**src/rtl/fxp32_acc_ctrl.sv**
```systemverilog
// fxp32_acc_ctrl: streaming accumulate-and-dump controller wrapped around the fxp32 adder.
// Accumulates ACC_LEN signed 32-bit samples per frame and presents each frame total
// on a valid/ready port; out_sat reports that at least one add in the frame overflowed.
// Ports: clk, rst_n (async active-low); in_valid/in_ready/in_data/in_sub sample stream;
// out_valid/out_ready/out_data/out_sat result stream; add_a/add_b/add_cin drive the
// external adder, add_s/add_overflow are its combinational results.
// Build option: define FXP32_ACC_SAT_EN to saturate on overflow; otherwise sums wrap.
module fxp32_acc_ctrl #(
    parameter int ACC_LEN = 16,
    parameter int CNT_W   = 16
) (
    input  logic        clk,
    input  logic        rst_n,
    input  logic        in_valid,
    output logic        in_ready,
    input  logic [31:0] in_data,
    input  logic        in_sub,
    output logic        out_valid,
    input  logic        out_ready,
    output logic [31:0] out_data,
    output logic        out_sat,
    output logic [31:0] add_a,
    output logic [31:0] add_b,
    output logic        add_cin,
    input  logic [31:0] add_s,
    input  logic        add_overflow
);
    typedef enum logic [1:0] {IDLE, ACCUM, DONE} state_t;
    state_t           state;
    logic [31:0]      acc;
    logic [CNT_W-1:0] cnt;
    logic             sat_flag;
    logic             accept;
    logic             last;
    logic             sat_nxt;
    logic [31:0]      nxt;
    assign in_ready = state != DONE;
    assign accept   = in_valid && in_ready;
    // Subtraction is A + ~B + 1, so the adder never needs to know about in_sub.
    assign add_a    = state == IDLE ? 32'd0 : acc;
    assign add_b    = in_sub ? ~in_data : in_data;
    assign add_cin  = in_sub;
`ifdef FXP32_ACC_SAT_EN
    // A signed overflow can only push past the rail that operand A's sign points to.
    assign nxt = add_overflow ? (add_a[31] ? 32'h8000_0000 : 32'h7FFF_FFFF) : add_s;
`else
    assign nxt = add_s;
`endif
    // cnt holds samples already taken this frame, so the accepted one is cnt+1.
    assign last    = cnt == CNT_W'(ACC_LEN - 1);
    assign sat_nxt = (state == ACCUM && sat_flag) || add_overflow;
    always_ff @(posedge clk or negedge rst_n) begin
        if (!rst_n) begin
            state     <= IDLE;
            acc       <= '0;
            cnt       <= '0;
            sat_flag  <= 1'b0;
            out_valid <= 1'b0;
            out_data  <= '0;
            out_sat   <= 1'b0;
        end else begin
            case (state)
                IDLE, ACCUM: begin
                    if (accept) begin
                        acc      <= nxt;
                        cnt      <= cnt + 1'b1;
                        sat_flag <= sat_nxt;
                        if (last) begin
                            state     <= DONE;
                            out_valid <= 1'b1;
                            out_data  <= nxt;
                            out_sat   <= sat_nxt;
                        end else begin
                            state <= ACCUM;
                        end
                    end
                end
                DONE: begin
                    if (out_ready) begin
                        state     <= IDLE;
                        out_valid <= 1'b0;
                        cnt       <= '0;
                    end
                end
                default: state <= IDLE;
            endcase
        end
    end
endmodule

```
**config.mk**
```make
export PLATFORM = sky130hd
export DESIGN_NAME = fxp32_acc_ctrl
export DESIGN_NICKNAME = d
export VERILOG_FILES = /design/src/rtl/fxp32_acc_ctrl.sv
export SDC_FILE = /design/constraint.sdc
export NUM_CORES = 1
export LEC_CHECK = 0
export CORE_ASPECT_RATIO = 2
export CORE_MARGIN = 2
export CORE_UTILIZATION = 38
export DETAILED_ROUTE_END_ITERATION = 6
export GPL_TIMING_DRIVEN = 1
export PLACE_DENSITY = 0.76
export SYNTH_ARGS = -nofsm -noshare
export SYNTH_HDL_FRONTEND = slang
export SYNTH_SLANG_ARGS = --single-unit
```
**constraint.sdc**
```tcl
create_clock -name clk -period 1.7 [get_ports clk]
set_input_delay 0.34 -clock clk [delete_from_list [all_inputs] [get_ports clk]]
set_output_delay 0.34 -clock clk [all_outputs]
set_load 0.01 [all_outputs]
```
==> out/metrics.cfg, run 1 <==
[outcome]
status = finished, violations left
violations = negative setup slack

[place]
preCtsSetupSlack_ns = -0.3720
io_buffers = 169
dp.cells = 709
dpl.hpwl_mm = 8.871
gp_congestion = 0.8087

[clock_network]
cts_tree = built
cts_buffers = 9
clockBufferDepth = 2
root_buffer = clkbuf_16
postCtsHoldBufs = 0
htree_levels = 3
cts.reportedPaths.clkPinSlew_ns = 0.06
clock_latency_ns = 0.33
cts_sinks = 85

[critical_path]
critPathMaxFanout = 5
timing.rr.end = out_data[21]
cp.arrival_ns = 1.57
crit_start = state[0]
startpoint_type = flop
reg2reg_depth = 6
cp-end-kind = primary output
critical-path-top-delay-family = buffers and inverters
r2r_setup_slack_ns = -0.18
critPathKind = flop to primary output
critPathBufInv = 5
path_cells = nor2_4 > buf_16 > buf_6 > buf_6 > buf_8 > nor2b_1 > buf_2
cpMostUsedCell = buf_6
slowest_delay_ns = 0.41
r2r-start = cnt[9]
critPathSlowestCell = dfrtp_1
required_ns = 1.36

[sta]
finalCriticalPeriod_ns = 1.911
rsz0062_at_grt = yes
worst_pin_slew_ns = 0.4681
slew_viol_final = 0
fin_skew_ns = 0.01099
setup_viol = 69
fmaxAchievable_ghz = 0.5234
fin_ws_ns = -0.2107
post-route-period-util = 1.124
slew_headroom = 0.6880
hold_violations = 0

[synthesis]
synth_top_area_cell = dfrtp_1
synth_commonest_cells = nand2_1 (110), dfrtp_1 (85), nor2b_1 (34), xor2_1 (34), mux2_2 (32)
syn_nets = 459
synth-edff-count = 0
synth_area_per_cell_um2 = 10.17
ys_types = 32
ys_ff_latch = 85
ys.flop_type = dfrtp_1
synth_area_leaders = dfrtp_1 (54%), nand2_1 (10%), mux2_2 (9.1%), xor2_1 (7.5%), nor2b_1 (5.4%)
post_synth_inst_count = 388
ys_seq_area_frac = 0.5388
yosysWarnings = 0
synth_top_area_share = 0.5388
yosysMostFrequentCell = nand2_1
async_flop_share = 1.000
synth_area_um2 = 3948

[global_route]
grt_overflow = 0
grt.total_usage = 0.2331
grt_pass1_vias = 3948
grt_pass1_wl_mm = 20.31
antenna_found_initial = 0
grt_start_max_net_pins = 86

[pwr]
total_power_mw = 7.190
ir_drop_uv = 817.1
power.density_nw_per_um2 = 1065
leakage_nw = 3.243

[floorplanning]
fp-row-count = 52
initial_core_util = 0.3889
dieArea_um2 = 11270
boundaryPins = 170
core_area_um2 = 10150
die_h_um = 148.1
die_width_um = 76.07

[route]
vias = 3673
avgRoutedWirePerCell_um = 17.66
drtIter0Drc = 151
drc = 0
dr.pass1.iters = 4
wl_mm = 13.20
vias_per_cell = 4.917
ant_nets = 0

[cells_and_area]
drive_gt1_frac = 0.2827
fill_cells = 818
nNetsFinal = 678
ff_latch_area_um2 = 2128
multi_input_area_um2 = 1978
instances_no_fill = 747
area_growth_pct = 71.09
antennaDiodeCount = 0

[run]
drv_cap = 0

[hold_path]
hp-class = input pin to asynchronous set/reset pin

## layout make-up
type / count / area share
Tap cell: 135 / 0.02501
Timing Repair Buffer: 230 / 0.3236
Multi-Input combinational cell: 279 / 0.2929
Sequential cell: 85 / 0.3151
Inverter: 2 / 0.001112
Clock inverter: 5 / 0.006299
Clock buffer: 11 / 0.03594
## per-stage QoR
stage          hold WS (ns)  cell area [um2]  TNS, ns  utilization
2_1_floorplan       0.04441             3969        0            -
3_3_place_gp         0.4054             6097   -20.06       0.6007
3_5_place_dp         0.4096             6097   -22.31       0.6007
4_1_cts             0.05568             6659   -6.557       0.6561
5_1_grt             0.06578             6754   -12.20       0.6654
6_report            0.01895             6754   -9.998       0.6654
## timing repair
item	4_1_cts	5_1_grt
setup endpoints to repair	101	80
setup buffers	13	5
pin swaps	5	6
gates resized for setup	229	16
cloned	4	1
## cells in the final DEF, fill, tap and decap left out, types with 5 or more instances in the layout
cell / instances
a21oi_1: 5
buf_12: 7
buf_2: 31
buf_4: 39
buf_6: 11
clkbuf_16: 10
clkdlybuf4s50_1: 102
dfrtp_1: 84
dlygate4sd2_1: 27
mux2_4: 32
nand2_1: 110
nor2_1: 10
nor2b_1: 30
o21ai_0: 7
xor2_1: 30
## worst register-to-register path, delay by kind of cell, from the launching register on
kind / cells / cell delay, ns
buf+inv: 2 / 0.32
flops: 1 / 0.41
mux: 1 / 0.31
simple gates: 3 / 0.74
## registers in the layout (all words and copies together), names as in the netlist
name,cells
out_sat,1
state,2
cnt,16
out_data,32
acc,32
out_valid,1
sat_flag,1
## report_power, final
| group | internal (mW) | total, mW | switching [mW] |
|---|---|---|---|
| sequential | 2.41 | 2.67 | 0.261 |
| combinational | 1.57 | 2.68 | 1.11 |
| clock | 1.05 | 1.84 | 0.795 |
| total | 5.03 | 7.19 | 2.16 |
## metal layers
layer  track usage  up-vias  share of wire
met5             0        -              0
met4       0.07455        0          0.024
met3       0.05461       24          0.061
met2        0.4621      178           0.56
met1        0.2359     1781           0.35
li1              -     1690              -
## logic make-up after synthesis
family,Yosys count,synth area share
buf+inv,24,0.02758
compound gates,22,0.03296
mux,34,0.09636
simple gates,185,0.2190
fa+ha+maj,1,0.003169
flops,85,0.5388
xor+xnor,37,0.08209
## how the worst max path moves through the flow
stage	to	slack, ns	cells after the start
6_report	add_a[23]	-0.21	7
5_1_grt	add_a[25]	-0.26	7
4_1_cts	add_a[25]	-0.20	7
3_5_place_dp	cnt[11]	-0.37	5
3_3_place_gp	cnt[15]	-0.31	5
2_1_floorplan	out_data[10]	0.01	6
(Power assumes the default switching activity.)
==> run 2, diff against run 1 <==
- CORE_UTILIZATION: 38 -> 43
- CTS_CLUSTER_DIAMETER: not set -> 150
- PLACE_DENSITY: 0.76 -> 0.81
- RECOVER_POWER: not set -> 25
- clock period: 1.7 -> 2.1 ns (I/O delays scaled with it)
==> out/metrics.cfg, run 2 (synthesized netlist as in run 1, its figures left out) <==
[outcome]
status = finished clean

[clock_network]
root_buffer = clkbuf_16
postCtsHoldBufs = 0
cts.reportedPaths.clkPinSlew_ns = 0.06
clock_latency_ns = 0.33
clockBufferDepth = 2
cts_buffers = 9
htree_levels = 3
cts_tree = built
cts_sinks = 85

[cells_and_area]
stdcell_area_um2 = 6290
final_common_cell = clkdlybuf4s50_1
antennaDiodeCount = 0
nNetsFinal = 643
drive_gt1_frac = 0.1508
largestRegisters = acc (32), out_data (32), cnt (16)
fill_cells = 668
layout_common_cells = clkdlybuf4s50_1 (128), nand2_1 (110), dfrtp_1 (84)
area_growth_pct = 59.33

[pwr]
combPwrFrac = 0.328
leakage_nw = 3.146
switchingPower_mw = 1.628
swShare = 0.2884
p_seq_frac = 0.382
internal_power_mw = 4.018
ir_drop_uv = 735.5
power.density_nw_per_um2 = 897.6
clockPowerShare = 0.290
total_power_mw = 5.646

[sta]
finalCriticalPeriod_ns = 2.076
holdWs_ns = 0.2053
fmaxAchievable_ghz = 0.4818
slew_viol_final = 0
hold_violations = 0
slew_headroom = 0.3948
setup_viol = 0
post-route-period-util = 0.9883
worst_pin_slew_ns = 0.9079
rsz0062_at_grt = no
fin_skew_ns = 0.006475

[global_route]
grt.total_usage = 0.2222
grt_pass1_vias = 3580
grt_start_max_net_pins = 38
antenna_found_initial = 0
grt_pass1_wl_mm = 17.24
grt_overflow = 0

[critical_path]
startpoint_type = input pin
critPathMaxFanout = 1
critPathSlowestCell = clkdlybuf4s50_1
slowest_delay_ns = 0.57
cp.arrival_ns = 1.66
critPathKind = input pin to primary output
required_ns = 1.68
cpMostUsedCell = clkdlybuf4s50_1
cp-end-kind = primary output
path_cells = clkdlybuf4s50_1 > xor2_1 > clkdlybuf4s50_1

[floorplanning]
die_width_um = 71.75
initial_core_util = 0.4410
dieArea_um2 = 10010
core_area_um2 = 8951
fp-row-count = 49
die_h_um = 139.5
boundaryPins = 170

[hold_path]
hp-class = input pin to asynchronous set/reset pin

[route]
wl_mm = 10.84
drc = 0
drtIter0Drc = 110
dr.pass1.iters = 4
vias_per_cell = 5.047
avgRoutedWirePerCell_um = 15.96
ant_nets = 0
vias = 3427

[place]
placed_area_um2 = 5868
gp_congestion = 0.8040
io_buffers = 169
dpl.hpwl_mm = 8.236

[run]
drv_cap = 0

run 2: cell count changes in the layout (fill, tap and decap cells not counted), sizes merged:
cell           before  now
dlymetal6s2s        0   20
dlygate4sd2        27   19
bufinv              0    1
buf                94   26
clkinv              2    1
inv                 4    3
clkdlybuf4s50     102  128
clkdlybuf4s15       4    0
run 2: metrics by stage:
stage | std cells | setup TNS, ns | utilization | setup WS (ns)
final | 679 | 0 | 0.7027 | 0.02447
after global routing | 679 | 0 | 0.7027 | 0.0001246
after CTS | 671 | -0.01099 | 0.6918 | -0.01099
after detailed placement | 655 | -0.2430 | 0.6556 | -0.06601
after global placement | 655 | -0.2453 | 0.6556 | -0.07210
after floorplan | 388 | 0 | - | 0.3091
run 2: worst paths after layout:
kind	cells past startpoint	to	start	slack (ns)
setup / recovery	3	add_b[18]	in_data[18]	0.02
hold / removal	1	out_data[15]	rst_n	0.21
setup reg to reg	5	out_data[15]	cnt[8]	0.19
hold reg to reg	2	acc[29]	acc[29]	0.47
max in group asynchronous	2	state[0]	rst_n	0.44
min in group clk	2	acc[29]	acc[29]	0.47
run 2: power groups by stage:
stage | sequential (mW) | combinational, mW | clock (mW)
CTS | 2.16 | 1.85 | 1.66
detailed placement | 2.18 | 1.86 | 0
global placement | 2.16 | 1.83 | 0
finish | 2.16 | 1.85 | 1.64
floorplan | 2.23 | 0.669 | 0
global route | 2.20 | 1.99 | 1.72
run 2: final cells by class:
class / instances / area, um2 / area share
inverter: 2 / 7.507 / 0.001194
tap: 102 / 127.6 / 0.02029
clock buffer: 12 / 256.5 / 0.04078
multi-input combinational: 279 / 1744 / 0.2773
sequential: 85 / 2128 / 0.3384
clock inverter: 4 / 55.05 / 0.008753
timing repair buffer: 195 / 1971 / 0.3133
run 2: layer usage:
layer  track usage  vias up  wire (um)  share of wire
li1              -     1618          -              -
met4       0.09633        0        335          0.031
met2        0.4308      150       6106           0.56
met5             0        -          0              0
met1        0.2072     1641       3536           0.33
met3       0.05720       18        859          0.079
run 2: critical path, delay by kind of cell:
family | cells | cell delay [ns]
XOR/XNOR | 1 | 0.18
buffers and inverters | 2 | 1.06
run 2: repair_timing:
item | CTS | global route
pin swaps | 0 | 0
setup endpoints to repair | 39 | 20
buffers inserted | 0 | 8
gates resized for setup | 27 | 21
